==> config.mk <==
export PLATFORM = sky130hd
export DESIGN_NAME = dsp_ctrl_clk_unit
export DESIGN_NICKNAME = d
export VERILOG_FILES = /design/src/rtl/dsp_ctrl_clk_unit.sv
export SDC_FILE = /design/constraint.sdc
export NUM_CORES = 1
export LEC_CHECK = 0
export BUFFER_PORTS_ARGS = -buffer_cell sky130_fd_sc_hd__clkbuf_2
export CORE_MARGIN = 2
export CORE_UTILIZATION = 30
export CTS_BUF_LIST = sky130_fd_sc_hd__clkbuf_4
export CTS_CLUSTER_DIAMETER = 60
export CTS_CLUSTER_SIZE = 30
export DETAILED_ROUTE_END_ITERATION = 6
export HOLD_SLACK_MARGIN = 0.06
export PLACE_DENSITY = 0.59
export SYNTH_ARGS = -nofsm -noshare
export SYNTH_HDL_FRONTEND = slang
export SYNTH_SLANG_ARGS = --single-unit
==> constraint.sdc <==
create_clock -name clk -period 3.4 [get_ports clk]
set_input_delay 0.17 -clock clk [delete_from_list [all_inputs] [get_ports clk]]
set_output_delay 0.17 -clock clk [all_outputs]
set_load 0.005 [all_outputs]
==> src/rtl/dsp_ctrl_clk_unit.sv <==
// dsp_ctrl_clk_unit: control and clocking hub of the DSP chiplet.
// Holds the 5-bit configuration word and sequences each input block through
// the FIR or FFT path and then the DMA output stage.
// Derives three glitch-free gated clocks from clk, one per stage.
`timescale 1ns/1ps

module dsp_ctrl_clk_unit #(
    parameter int BLOCK_SIZE = 256
) (
    input  logic       clk,
    input  logic       reset,
    input  logic       write_enable,
    input  logic [4:0] config_in,
    input  logic       ready_for_processing,
    input  logic       fir_done,
    input  logic       fft_done,
    output logic [4:0] config_mode,
    output logic       start_fir,
    output logic       start_fft,
    output logic       start_dma_out,
    output logic       processing_active,
    output logic       clk_fir,
    output logic       clk_fft,
    output logic       clk_dma
);

    localparam int CW = $clog2(BLOCK_SIZE) + 1;
    localparam logic [CW-1:0] DMA_LAST = CW'(BLOCK_SIZE - 1);

    typedef enum logic [1:0] {
        IDLE = 2'd0,
        FIR  = 2'd1,
        FFT  = 2'd2,
        DMA  = 2'd3
    } state_t;

    state_t        state;
    state_t        next_state;
    logic [CW-1:0] dma_count;
    logic          dma_enter;
    logic          en_fir_lat;
    logic          en_fft_lat;
    logic          en_dma_lat;

    // Configuration register; bit 0 picks the path, the upper bits are only stored.
    always_ff @(posedge clk or posedge reset) begin
        if (reset) begin
            config_mode <= 5'b00000;
        end else if (write_enable) begin
            config_mode <= config_in;
        end
    end

    // Sequencer state register.
    always_ff @(posedge clk or posedge reset) begin
        if (reset) begin
            state <= IDLE;
        end else begin
            state <= next_state;
        end
    end

    // Next-state logic; the path is chosen from the config bit seen when the run starts,
    // so later writes cannot redirect a run already in progress.
    always_comb begin
        next_state = state;
        dma_enter  = 1'b0;
        case (state)
            IDLE: begin
                if (ready_for_processing) begin
                    next_state = config_mode[0] ? FFT : FIR;
                end
            end
            FIR: begin
                if (fir_done) begin
                    next_state = DMA;
                    dma_enter  = 1'b1;
                end
            end
            FFT: begin
                if (fft_done) begin
                    next_state = DMA;
                    dma_enter  = 1'b1;
                end
            end
            DMA: begin
                if (dma_count == DMA_LAST) begin
                    next_state = IDLE;
                end
            end
            default: next_state = IDLE;
        endcase
    end

    // DMA beat counter: cleared on entry to DMA, counts every cycle spent there.
    always_ff @(posedge clk or posedge reset) begin
        if (reset) begin
            dma_count <= '0;
        end else if (dma_enter) begin
            dma_count <= '0;
        end else if (state == DMA) begin
            dma_count <= dma_count + 1'b1;
        end
    end

    // Stage strobes registered from the next state so they are clean flop outputs
    // that change only just after a rising edge (safe to feed the clock-gate latches).
    always_ff @(posedge clk or posedge reset) begin
        if (reset) begin
            start_fir         <= 1'b0;
            start_fft         <= 1'b0;
            start_dma_out     <= 1'b0;
            processing_active <= 1'b0;
        end else begin
            start_fir         <= (next_state == FIR);
            start_fft         <= (next_state == FFT);
            start_dma_out     <= (next_state == DMA);
            processing_active <= (next_state != IDLE);
        end
    end

    // Clock-gate enable latches: transparent while clk is low, so an enable change
    // can never cut a high phase short; reset forces every gate closed.
    always_latch begin
        if (reset) begin
            en_fir_lat <= 1'b0;
            en_fft_lat <= 1'b0;
            en_dma_lat <= 1'b0;
        end else if (!clk) begin
            en_fir_lat <= start_fir;
            en_fft_lat <= start_fft;
            en_dma_lat <= start_dma_out;
        end
    end

    assign clk_fir = clk & en_fir_lat;
    assign clk_fft = clk & en_fft_lat;
    assign clk_dma = clk & en_dma_lat;

endmodule

* After elaboration in Yosys (flattened, before gate mapping)
Index checks and enable logic that the tools add are counted.
Cells by class: equal/unequal tests 7, multipliers 0, bitwise gates (word level) 3, mux-type cells 19, reduce and logical (&&, ||, !) cells 3, add/sub/neg operators 1, order comparisons 0, shift-type cells 0, divide/modulo/power cells 0
Operators with widths (count):
- $mux 9 | 2
- $mux 1 | 10
- $mux 2 | 5
- $add 9x1->9 const B | 1
- $eq 9x8->1 const B | 1
- $eq 2x2->1 const B | 4
- $pmux 2 s4 | 1
- $eq 2x1->1 const B | 2
- $reduce_bool 2->1 | 2
- $and 1x1->1 | 3
- $logic_not 2->1 | 1
- $pmux 1 s2 | 1
Word-level totals: latch bits 3, output and inout bits 12, input port bits 11, bits in writable memories 0, memory bits (read-only) 0, register bits after elaboration 20, memories 0

* Longest topological paths before layout
Gate-level depths: netlist (run 1).
depth in word-level cells 4, mapped depth 9, mapped depth without buffers 9

==> key figures, run 1 <==
Outcome
  • Run status: finished with violations
  • Violated checks: design-rule violations

Die
  • Overall die area: between 3000 and 4000 µm²
  • Height of the die: between 60 and 70 µm
  • IO Count: 23
  • Width of the die: around 62 µm
  • Total core area: between 3000 and 4000 µm²
  • Starting density of the core: 0.3095
  • Site row count: 21

Worst setup path
  • Critical Path End Type: primary output
  • Worst Setup Start Kind: latch
  • Data required time at the worst endpoint: around 3200 ps
  • Cell breakdown of the critical path: and2_1, clkbuf_2
  • Crit-path slowest cell: sky130_fd_sc_hd__dlxtp_1
  • Critical Path Fanout Max: 1
  • Kind of critical path: latch -> out
  • Max incr delay on CP: between 300 and 400 ps
  • Arrival time reported for the critical path endpoint: 2810 ps

Synthesis
  • #FFs+latches synth: 23
  • Distinct cells, synth: 25
  • Yosys warnings: 0
  • Post-Syn Area per Cell: 10.79 µm²
  • Predominant post-synthesis flop cell: sky130_fd_sc_hd__dfrtp_1
  • Mapped Nets: around 110
  • Number of enable flip-flop cells after synthesis: 0
  • Area share of the leading cell type in the synthesized netlist: 0.4884
  • Area of the mapped netlist: about 1000 µm²
  • Top cells by area in the synthesized netlist: sky130_fd_sc_hd__dfrtp_1 49%, sky130_fd_sc_hd__ha_1 7.3%, sky130_fd_sc_hd__mux2_2 6.6%
  • Fraction of synthesis flops using an asynchronous set or reset pin: 0.8696
  • Post-synthesis cell type with the largest combined area: sky130_fd_sc_hd__dfrtp_1
  • Gate count after technology mapping: 95

Power and ir drop
  • Pwr/cell area: between 700 and 800 nW/µm²
  • Peak VDD IR: roughly 280 µV
  • Logic gate share of total power: 0.280
  • Net switching component of the power: about 0.37 mW
  • Power consumption: between 1 and 1.5 mW
  • Portion of total power attributed to the clock network: 0.396
  • Internal power of the cells: about 0.75 mW
  • Switching Fraction: 0.3338
  • Portion of total power attributed to sequential cells: 0.324
  • Leakage power: around 0.75 nW

GRT
  • Antenna violations before repair: 0
  • Via count of the first global-routing pass: about 1000
  • Largest net degree at the start of global routing: 22
  • Wire length of the first global-routing pass: roughly 4000 µm
  • Remaining global-route overflow: 0
  • Total global routing track utilization: 0.1542

Detailed routing
  • Remaining antenna violation count: 0
  • Violation count after the first detailed-route iteration: 53
  • Number of remaining DRC errors: 2
  • Wire length on met1: a little over 1000 µm
  • Highest metal layer used by the detailed router: met4
  • Count of TritonRoute iterations in the first routing pass: 7
  • Per-cell routed wire length: 11.89 µm
  • Final routed wirelength across all metal layers: between 2000 and 2500 µm
  • Routed wl met2: ~1200 µm
  • Met3 routed WL: around 90 µm
  • Vias/cell: 4.548
  • Via count of the routed design: approximately 910

STA
  • Worst rel slew slack: 0.4740
  • Pin slew with the least headroom to its limit: ~800 ps
  • Final total negative setup slack: 0 ps
  • Layout Skew: 29.03 ps
  • Endpoints failing hold: 0
  • Pins over their slew limit: 0
  • Setup violators final: 0
  • RSZ-0062 raised after global routing: false

Layout
  • Diode insertion count for antenna repair: 0
  • Fraction of layout instances using a drive strength above 1: 0.3464
  • Footprint of the flip-flops and latches: roughly 550 µm²
  • Number of nets in the final layout: roughly 170
  • Synthesis-to-layout area growth: 45.18%
  • Multi-input combinational cell area: approximately 450 µm²
  • FILL cells: around 330
  • Post-Layout Inst Area: around 1500 µm²

Placement
  • DP Wirelength: approximately 1400 µm
  • Port buffer count: 22
  • Gpl congestion: 0.7209
  • Cell Area, Placed: between 1000 and 1500 µm²

CTS
  • TritonCTS clock tree: built
  • Clock Pin Slew Worst Setup and Hold Paths: 110 ps
  • Later-pin clock latency in the skew report: 550 ps

Hold path
  • Min-Delay Path Class: in -> reg

Job
  • Max capacitance violation total: 0
critical path: cells and delay by family, from the launching register on:
family	cells	cell delay, ps
buf+inv	1	110
simple gates	1	130
latches	1	320
path summary, 6_finish.rpt:
| path | from | endpoint | slack [ps] | depth (start not counted) |
|---|---|---|---|---|
| max in group gated | reset | clock gate | 990 | 5 |
| max reg2reg | start_dma_out$_DFF_PP0_ | en_dma_lat$_DLATCH_P_ | 1210 | 1 |
| min | fft_done | state[0]$_DFF_PP0_ | 170 | 4 |
| min in group gated | reset | clock gate | 510 | 5 |
| min reg2reg | start_fft$_DFF_PP0_ | en_fft_lat$_DLATCH_P_ | 520 | 1 |
| max in group asynchronous | reset | dma_count[8]$_DFFE_PP0P_ | 1980 | 4 |
| min in group asynchronous | reset | start_fft$_DFF_PP0_ | 940 | 4 |
| max | en_fir_lat$_DLATCH_P_ | clk_fir | 420 | 2 |
cell families (layout without fill, tap and decap cells):
group,Yosys count,after routing,share of synthesized area
adders and majority gates,6,6,0.07326
and+or+nand+nor,38,38,0.1758
buffers and inverters,7,65,0.03296
xor gates and xnor gates,7,7,0.05983
latches,3,3,0.04395
DFF,20,20,0.4884
AOI/OAI and AO/OA,7,7,0.05006
muxes,7,7,0.07570
flip-flops by register name, summed over array words and instances, names as in the netlist:
name / count
dma_count: 9
start_fft: 1
en_dma_lat: 1
en_fft_lat: 1
en_fir_lat: 1
processing_active: 1
start_dma_out: 1
config_mode: 5
state: 2
start_fir: 1
cells in the final DEF (no fill, tap or decap):
master,n
sky130_fd_sc_hd__inv_1,5
sky130_fd_sc_hd__and3_2,1
sky130_fd_sc_hd__a21boi_1,1
sky130_fd_sc_hd__a32o_1,1
sky130_fd_sc_hd__and3_1,1
sky130_fd_sc_hd__inv_2,1
sky130_fd_sc_hd__xor2_1,6
sky130_fd_sc_hd__nor2_1,13
sky130_fd_sc_hd__clkinv_1,1
sky130_fd_sc_hd__clkbuf_4,23
sky130_fd_sc_hd__o31a_1,1
sky130_fd_sc_hd__nor2b_1,3
sky130_fd_sc_hd__and2b_1,1
sky130_fd_sc_hd__nor3_1,1
sky130_fd_sc_hd__mux2i_1,1
sky130_fd_sc_hd__dfrtp_1,20
sky130_fd_sc_hd__nand2_1,10
sky130_fd_sc_hd__and2_1,4
sky130_fd_sc_hd__ha_1,6
sky130_fd_sc_hd__mux2_2,6
sky130_fd_sc_hd__dlxtp_1,3
sky130_fd_sc_hd__nand3_1,1
sky130_fd_sc_hd__nand4_1,3
sky130_fd_sc_hd__dlygate4sd3_1,13
sky130_fd_sc_hd__xnor2_1,1
sky130_fd_sc_hd__a211oi_1,2
sky130_fd_sc_hd__o21ai_0,2
sky130_fd_sc_hd__clkbuf_2,22
metal layers:
metal	vias to the layer above	global-route usage
li1	430	-
met1	436	0.1243
met2	31	0.2151
met3	8	0.1189
met4	0	0.1861
met5	-	0
per-stage QoR:
stage	hold slack (ps)	cells	utilization	setup WS, ps
floorplan	-1275	95	-	1126
global placement	-1049	162	0.3568	1042
detailed placement	-1016	162	0.3568	1028
CTS	137.4	199	0.4494	414.9
global route	156.0	199	0.4494	336.3
finish	166.4	199	0.4494	417.3
what timing repair did:
action	CTS	global route
endpoints found under the hold margin	29	0
setup endpoints to repair	0	0
setup buffers	0	0
hold buffers	13	0
gates resized for setup	0	0
area by class of cell:
type | instances | area share
Sequential cell | 23 | 0.3667
Clock buffer | 26 | 0.1262
Timing Repair Buffer | 32 | 0.1514
Multi-Input combinational cell | 65 | 0.2994
Tap cell | 46 | 0.03869
Clock inverter | 1 | 0.002523
Inverter | 6 | 0.01514
power groups by stage:
stage	clock, mW	sequential [mW]	combinational, mW
floorplan	0.0108	0.360	0.226
global placement	0.0169	0.362	0.284
detailed placement	0.0169	0.368	0.300
CTS	0.460	0.363	0.317
global route	0.500	0.371	0.358
finish	0.444	0.364	0.315
synth_stat cells (2+ instances only):
library cell               count
sky130_fd_sc_hd__dfrtp_1      20
sky130_fd_sc_hd__nor2_1       13
sky130_fd_sc_hd__nand2_1      10
sky130_fd_sc_hd__ha_1          6
sky130_fd_sc_hd__mux2_2        6
sky130_fd_sc_hd__xor2_1        6
sky130_fd_sc_hd__inv_1         5
sky130_fd_sc_hd__and2_1        4
sky130_fd_sc_hd__dlxtp_1       3
sky130_fd_sc_hd__nand4_1       3
sky130_fd_sc_hd__nor2b_1       3
sky130_fd_sc_hd__a211oi_1      2
sky130_fd_sc_hd__o21ai_0       2
Power figures use the tool's default switching activity.
==> run 2, diff against run 1 <==
--- a/config.mk
+++ b/config.mk
@@ -7,13 +7,14 @@
 export LEC_CHECK = 0
 export BUFFER_PORTS_ARGS = -buffer_cell sky130_fd_sc_hd__clkbuf_2
 export CORE_MARGIN = 2
-export CORE_UTILIZATION = 30
+export CORE_UTILIZATION = 59
 export CTS_BUF_LIST = sky130_fd_sc_hd__clkbuf_4
 export CTS_CLUSTER_DIAMETER = 60
 export CTS_CLUSTER_SIZE = 30
 export DETAILED_ROUTE_END_ITERATION = 6
+export GPL_TIMING_DRIVEN = 0
 export HOLD_SLACK_MARGIN = 0.06
-export PLACE_DENSITY = 0.59
+export PLACE_DENSITY = 0.95
 export SYNTH_ARGS = -nofsm -noshare
 export SYNTH_HDL_FRONTEND = slang
 export SYNTH_SLANG_ARGS = --single-unit
==> run 2 against run 1 <==
Net effect: the run still ends with design-rule violations left; critical path depth did not move; die area is 46% lower; count of clock-buffer cells in the layout is the same; final area is 1.7% lower; non-clock buffer count increased by 1; total power increased by 7.4%; clock skew up 10 ps; sequential share of layout area is 0.63 points higher; sequential power up 2%; setup slack got worse by 68 ps; highest routed layer unchanged.
==> key figures, run 2 (synthesis gave the netlist of run 1 again) <==
Worst setup path
  • Data required time at the worst endpoint: 3230 ps (about the same)
  • Critical Path End Type: primary output
  • Reg2reg end: en_fft_lat$_DLATCH_P_
  • Worst Setup Start Kind: latch
  • Kind of critical path: latch -> out
  • Slack of the worst reg-to-reg path: 1170 ps (-40 ps)
  • Reg2reg path depth: 1 (unchanged)
  • Arrival time reported for the critical path endpoint: 2880 ps (+70 ps)
  • Origin of the critical flop-to-flop path: start_fft$_DFF_PP0_
  • Critical Path Fanout Max: 1 (unchanged)

Outcome
  • Violated checks: design-rule violations
  • Run status: finished with violations

STA
  • Final worst hold slack: 171.5 ps (+5.120 ps)
  • Setup violators final: 0 (unchanged)
  • Endpoints failing hold: 0 (unchanged)
  • Pins over their slew limit: 0 (unchanged)
  • Worst rel slew slack: 0.4770 (+0.003062)
  • RSZ-0062 raised after global routing: false
  • Layout Skew: 39.19 ps (+10.16 ps)
  • Post-route setup slack: 349.5 ps (-67.89 ps)
  • Final total negative setup slack: 0 ps (unchanged)
  • Pin slew with the least headroom to its limit: 782.8 ps (-5.393 ps)

GRT
  • Wire length of the first global-routing pass: 5782 µm (+41%)
  • Remaining global-route overflow: 0 (unchanged)
  • Total global routing track utilization: 0.4201 (+0.2659)
  • Antenna violations before repair: 0 (unchanged)
  • Largest net degree at the start of global routing: 22 (unchanged)
  • Via count of the first global-routing pass: 1243 (+26%)

Die
  • Overall die area: 2086 µm² (-46%)
  • Total core area: 1670 µm² (-50%)
  • IO Count: 23 (unchanged)
  • Starting density of the core: 0.6135 (+0.3040)
  • Site row count: 15 (-29%)
  • Width of the die: 45.68 µm (-27%)
  • Height of the die: 45.68 µm (-27%)

Layout
  • Synthesis-to-layout area growth: 42.73%
  • Register containing the most flip-flops in the final layout: dma_count
  • Core Util, Final: 0.8757 (+0.4263)
  • Diode insertion count for antenna repair: 0 (unchanged)
  • Number of nets in the final layout: 170 (+0.59%)
  • Post-Layout Inst Area: 1463 µm² (-1.7%)
  • Number of flip-flops under the largest register name: 9 (unchanged)
  • Fraction of layout instances using a drive strength above 1: 0.3506 (+0.004244)
  • Commonest non-fill, non-tap cells in the layout: 23 x sky130_fd_sc_hd__clkbuf_4, 22 x sky130_fd_sc_hd__clkbuf_2, 20 x sky130_fd_sc_hd__dfrtp_1, 13 x sky130_fd_sc_hd__nor2_1, 13 x sky130_fd_sc_hd__dlygate4sd3_1
  • Largest registers in the final layout: dma_count: 9 flops, config_mode: 5 flops, state: 2 flops
  • Most common library cell in the layout ignoring fill and taps: sky130_fd_sc_hd__clkbuf_4

Detailed routing
  • Vias/cell: 6.222 (+37%)
  • Routed wl met2: 1699 µm (+39%)
  • Count of TritonRoute iterations in the first routing pass: 7 (unchanged)
  • Wire length on met1: 1113 µm (+9.4%)
  • Remaining antenna violation count: 0 (unchanged)
  • Per-cell routed wire length: 20.63 µm (+73%)
  • Via count of the routed design: 1064 (+18%)
  • Violation count after the first detailed-route iteration: 88 (+66%)
  • Met3 routed WL: 407 µm (+350%)
  • Number of remaining DRC errors: 3 (+1)
  • Final routed wirelength across all metal layers: 3527 µm (+49%)
  • Highest metal layer used by the detailed router: met4

CTS
  • Number of buffers added to fix hold violations after cts: 13 (unchanged)
  • Clock Pin Slew Worst Setup and Hold Paths: 130 ps (+20 ps)
  • Setup Buffers After CTS: 0 (unchanged)
  • TritonCTS clock tree: built
  • Later-pin clock latency in the skew report: 590 ps (+40 ps)
  • Post-cts gate resize count: 0 (unchanged)

Power and ir drop
  • Peak VDD IR: 727.5 µV (+160%)
  • Pwr/cell area: 824.5 nW/µm² (+9.2%)
  • Leakage power: 0.7556 nW (+0.82%)

Job
  • Max capacitance violation total: 0 (unchanged)

Placement
  • Pre-CTS worst setup slack: 1040 ps (+12.58 ps)
  • DP Wirelength: 1409 µm (+0.53%)
  • Cell Area, Placed: 1156 µm² (-2.1%)
  • Gpl congestion: 0.7345 (+1.9%)
  • Port buffer count: 22 (unchanged)

Hold path
  • Hold Path Depth: 4 (unchanged)
  • Min-Delay Path Class: in -> reg
  • Worst hold endpoint: processing_active$_DFF_PP0_
  • Startpoint of the lowest-slack hold path: fir_done
[run 2: changes by cell type in the layout (fill, tap and decap cells not counted), sizes merged]
cell and change:
buf +1
[run 2: power breakdown]
| part | internal (mW) | switching (mW) | leakage, nW |
|---|---|---|---|
| registers | 0.318 | 0.0538 | 0.275 |
| clock network | 0.289 | 0.196 | 0.131 |
| logic | 0.154 | 0.196 | 0.349 |
[run 2: worst max path at each step]
stage	slack, ps	depth (start not counted)	from	endpoint
6_report	350	2	en_dma_lat$_DLATCH_P_	clk_dma
5_1_grt	330	2	en_dma_lat$_DLATCH_P_	clk_dma
4_1_cts	340	2	en_dma_lat$_DLATCH_P_	clk_dma
3_5_place_dp	1040	2	en_fft_lat$_DLATCH_P_	clk_fft
3_3_place_gp	1040	2	en_fft_lat$_DLATCH_P_	clk_fft
2_1_floorplan	1130	1	en_dma_lat$_DLATCH_P_	clk_dma
[run 2: critical path, stage by stage, from the launching register on]
cell and delay [ps]:
sky130_fd_sc_hd__dlxtp_1 320, sky130_fd_sc_hd__and2_1 150, sky130_fd_sc_hd__clkbuf_2 120
[run 2: per-layer routing]
metal,vias to the layer above,track usage
met5,-,0
met4,0,0.3294
met3,36,0.2778
met2,102,0.6282
met1,492,0.3995
li1,434,-
[run 2: cell type report]
type,count,area [µm²]
plain buffers,1,11.26
clock buffers,26,187.7
clock inverters,1,3.754
fillers,78,207.7
inverters,6,22.52
multi-input cells,65,445.4
flip-flops and latches,23,545.5
well taps,17,21.27
repair buffers,32,225.2
[run 2: stage by stage]
| step | instances | total power, mW |
|---|---|---|
| 2_1_floorplan | 95 | 0.5964 |
| 3_3_place_gp | 134 | 0.6623 |
| 3_5_place_dp | 134 | 0.6921 |
| 4_1_cts | 171 | 1.178 |
| 5_1_grt | 171 | 1.286 |
| 6_report | 171 | 1.206 |
==> run 3, diff against run 2 <==
--- a/config.mk
+++ b/config.mk
@@ -5,9 +5,11 @@
 export SDC_FILE = /design/constraint.sdc
 export NUM_CORES = 1
 export LEC_CHECK = 0
+export ABC_AREA = 1
 export BUFFER_PORTS_ARGS = -buffer_cell sky130_fd_sc_hd__clkbuf_2
+export CAP_MARGIN = 20
 export CORE_MARGIN = 2
-export CORE_UTILIZATION = 59
+export CORE_UTILIZATION = 60
 export CTS_BUF_LIST = sky130_fd_sc_hd__clkbuf_4
 export CTS_CLUSTER_DIAMETER = 60
 export CTS_CLUSTER_SIZE = 30
==> run 3 against run 2 <==
Net effect: the run still ends with design-rule violations left; combinational power up 40%; setup slack got worse by 61 ps; critical path type unchanged; via count rose by 37%.
==> key figures, run 3 <==
Detailed routing
  • Count of TritonRoute iterations in the first routing pass: 7 (unchanged)
  • Via count of the routed design: 1454 (+37%)
  • Vias/cell: 6.579 (+5.7%)
  • Remaining antenna violation count: 0 (unchanged)
  • Number of remaining DRC errors: 56 (+53)
  • Per-cell routed wire length: 25.39 µm (+23%)
  • Violation count after the first detailed-route iteration: 321 (+260%)
  • Final routed wirelength across all metal layers: 5612 µm (+59%)

GRT
  • Total global routing track utilization: 0.5438 (+0.1237)
  • Wire length of the first global-routing pass: 8045 µm (+39%)
  • Remaining global-route overflow: 0 (unchanged)
  • Largest net degree at the start of global routing: 22 (unchanged)
  • Antenna violations before repair: 0 (unchanged)
  • Via count of the first global-routing pass: 1529 (+23%)

STA
  • Pin slew with the least headroom to its limit: 843.2 ps (+60.42 ps)
  • Layout Skew: 44.43 ps (+5.241 ps)
  • Final total negative setup slack: 0 ps (unchanged)
  • Endpoints failing hold: 0 (unchanged)
  • RSZ-0062 raised after global routing: false
  • Worst rel slew slack: 0.4372 (-0.03979)
  • Setup violators final: 0 (unchanged)
  • Pins over their slew limit: 0 (unchanged)

Synthesis
  • Top cell types by occurrence after synthesis: 30 x sky130_fd_sc_hd__nand2_1, 24 x sky130_fd_sc_hd__inv_1, 20 x sky130_fd_sc_hd__dfrtp_1
  • Area of the mapped netlist: 1142 µm² (+11%)
  • Mapped Nets: 154 (+38%)
  • Area share of the leading cell type in the synthesized netlist: 0.4381 (-0.05028)
  • Most common cell in the netlist: sky130_fd_sc_hd__nand2_1
  • #FFs+latches synth: 23 (unchanged)
  • Distinct cells, synth: 23 (-8.0%)
  • Top cells by area in the synthesized netlist: sky130_fd_sc_hd__dfrtp_1 44%, sky130_fd_sc_hd__nand2_1 9.9%, sky130_fd_sc_hd__inv_1 7.9%
  • Post-synthesis cell type with the largest combined area: sky130_fd_sc_hd__dfrtp_1
  • Fraction of synthesized area in multiplexers: 0.03943 (-0.03627)
  • Number of enable flip-flop cells after synthesis: 0 (unchanged)
  • Yosys warnings: 0 (unchanged)
  • Predominant post-synthesis flop cell: sky130_fd_sc_hd__dfrtp_1
  • Compound-gate portion of the synthesized area: 0.05148 (+0.001418)
  • Synth Area in XOR/XNOR: 0 (-0.05983)
  • Post-Syn Area per Cell: 8.338 µm² (-23%)
  • Area share of and/or/nand/nor cells after synthesis: 0.2574 (+0.08157)
  • Fraction of synthesis flops using an asynchronous set or reset pin: 0.8696 (unchanged)
  • Gate count after technology mapping: 137 (+44%)
  • Main combinational cell family by area after synthesis: simple AND/OR/NAND/NOR gates
  • Adder-cell share of the synthesized area: 0.06572 (-0.007543)

Power and ir drop
  • Leakage power: 0.9302 nW (+23%)
  • Peak VDD IR: 775.7 µV (+6.6%)
  • Pwr/cell area: 841.9 nW/µm² (+2.1%)
  • Power consumption: 1.346 mW (+12%)

Die
  • Starting density of the core: 0.6475 (+0.03403)
  • Overall die area: 2269 µm² (+8.8%)
  • Height of the die: 47.64 µm (+4.3%)
  • IO Count: 23 (unchanged)
  • Site row count: 15 (unchanged)
  • Width of the die: 47.64 µm (+4.3%)
  • Total core area: 1764 µm² (+5.6%)

Job
  • Max capacitance violation total: 0 (unchanged)

Worst setup path
  • Arrival time reported for the critical path endpoint: 2940 ps (+60 ps)
  • Kind of critical path: latch -> out
  • Critical Path End Type: primary output
  • Data required time at the worst endpoint: 3230 ps (about the same)
  • Critical Path Fanout Max: 1 (unchanged)
  • Worst Setup Start Kind: latch

Placement
  • Gpl congestion: 0.8348 (+14%)
  • Port buffer count: 22 (unchanged)
  • DP Wirelength: 1767 µm (+25%)

CTS
  • TritonCTS clock tree: built
  • Later-pin clock latency in the skew report: 590 ps (about the same)
  • Setup Buffers After CTS: 0 (unchanged)
  • Clock Pin Slew Worst Setup and Hold Paths: 120 ps (about the same)

Layout
  • Register containing the most flip-flops in the final layout: dma_count
  • Fraction of layout instances using a drive strength above 1: 0.3316 (-0.01902)
  • Most common library cell in the layout ignoring fill and taps: sky130_fd_sc_hd__nand2_1
  • Commonest non-fill, non-tap cells in the layout: 30 x sky130_fd_sc_hd__nand2_1, 24 x sky130_fd_sc_hd__inv_1, 22 x sky130_fd_sc_hd__clkbuf_4, 22 x sky130_fd_sc_hd__clkbuf_2, 20 x sky130_fd_sc_hd__dfrtp_1
  • Largest registers in the final layout: dma_count: 9 flops, config_mode: 5 flops, state: 2 flops
  • Number of nets in the final layout: 214 (+26%)
  • Diode insertion count for antenna repair: 0 (unchanged)
  • Synthesis-to-layout area growth: 39.98%
  • Footprint of the flip-flops and latches: 545.5 µm² (unchanged)
  • Number of flip-flops under the largest register name: 9 (unchanged)
  • Multi-input combinational cell area: 473.0 µm² (+6.2%)
  • FILL cells: 81 (+3.8%)

Outcome
  • Violated checks: design-rule violations
  • Run status: finished with violations

Hold path
  • Min-Delay Path Class: in -> reg
-- run 3: cell types whose count changed in the layout (fill, tap and decap cells not counted), moves of 5 or more --
| cell | delta |
|---|---|
| sky130_fd_sc_hd__xor2_1 | -6 |
| sky130_fd_sc_hd__nand2_2 | +5 |
| sky130_fd_sc_hd__inv_1 | +19 |
| sky130_fd_sc_hd__a21oi_1 | +5 |
| sky130_fd_sc_hd__nand2_1 | +20 |
| sky130_fd_sc_hd__inv_2 | +5 |
-- run 3: worst max-delay path, stage by stage, from the launching register on --
cell and delay (ps):
sky130_fd_sc_hd__dlxtp_1 310, sky130_fd_sc_hd__nand2_1 70, sky130_fd_sc_hd__inv_1 100, sky130_fd_sc_hd__clkbuf_2 140
-- run 3: layout make-up --
type	count	share of cell area
well taps	25	0.01956
flip-flops and latches	23	0.3412
repair buffers	34	0.1534
clock inverters	3	0.007042
multi-input cells	83	0.2958
plain buffers	1	0.007042
clock buffers	25	0.1127
inverters	27	0.06338
-- run 3: through the flow --
step	utilization	std cells	setup slack (ps)	hold slack (ps)	cell area [µm²]
after global placement	0.7277	184	1066	-1072	1284
final	0.9064	221	288.8	119.4	1599
after floorplan	-	137	1149	-1275	1142
after CTS	0.9064	221	370.6	70.48	1599
after global routing	0.9064	221	249.2	127.3	1599
after detailed placement	0.7277	184	1038	-1055	1284
-- run 3: what timing repair did --
item	4_1_cts	5_1_grt
gates resized for setup	0	0
hold buffers	15	0
endpoints found under the hold margin	30	0
-- run 3: metal layers --
| layer | track usage | vias up | routed length, µm |
|---|---|---|---|
| met5 | 0.2000 | - | 0 |
| met4 | 0.4919 | 0 | 635 |
| met3 | 0.2981 | 75 | 869 |
| met2 | 0.7946 | 202 | 2305 |
| met1 | 0.5335 | 644 | 1801 |
| li1 | - | 533 | - |
-- run 3: final timing paths --
check | cells after the start | start | to | slack, ps
min reg2reg | 2 | start_dma_out$_DFF_PP0_ | en_dma_lat$_DLATCH_P_ | 510
min in group asynchronous | 4 | reset | start_fir$_DFF_PP0_ | 940
max | 3 | en_dma_lat$_DLATCH_P_ | clk_dma | 290
max reg2reg | 12 | dma_count[0]$_DFFE_PP0P_ | start_fft$_DFF_PP0_ | 1120
max in group gated | 5 | reset | clock gate | 930
min | 5 | fir_done | state[1]$_DFF_PP0_ | 120
min in group gated | 5 | reset | clock gate | 570
max in group asynchronous | 4 | reset | config_mode[3]$_DFFE_PP0P_ | 1920
-- run 3: kinds of logic (layout without fill, tap and decap cells) --
kind of cell | count (synthesis) | after routing
AND/OR/NAND/NOR | 62 | 62
buffers and inverters | 31 | 90
flip-flops | 20 | 20
AO/OA/AOI/OAI | 11 | 11
adder cells (fa/ha/maj) | 6 | 6
multiplexers | 4 | 4
latches | 3 | 3
-- run 3: where the power goes --
part	leakage, nW	switching [mW]	internal, mW	total, mW
registers	0.277	0.0660	0.314	0.380
clock network	0.148	0.202	0.275	0.477
logic	0.505	0.331	0.159	0.490
total	0.930	0.599	0.747	1.35
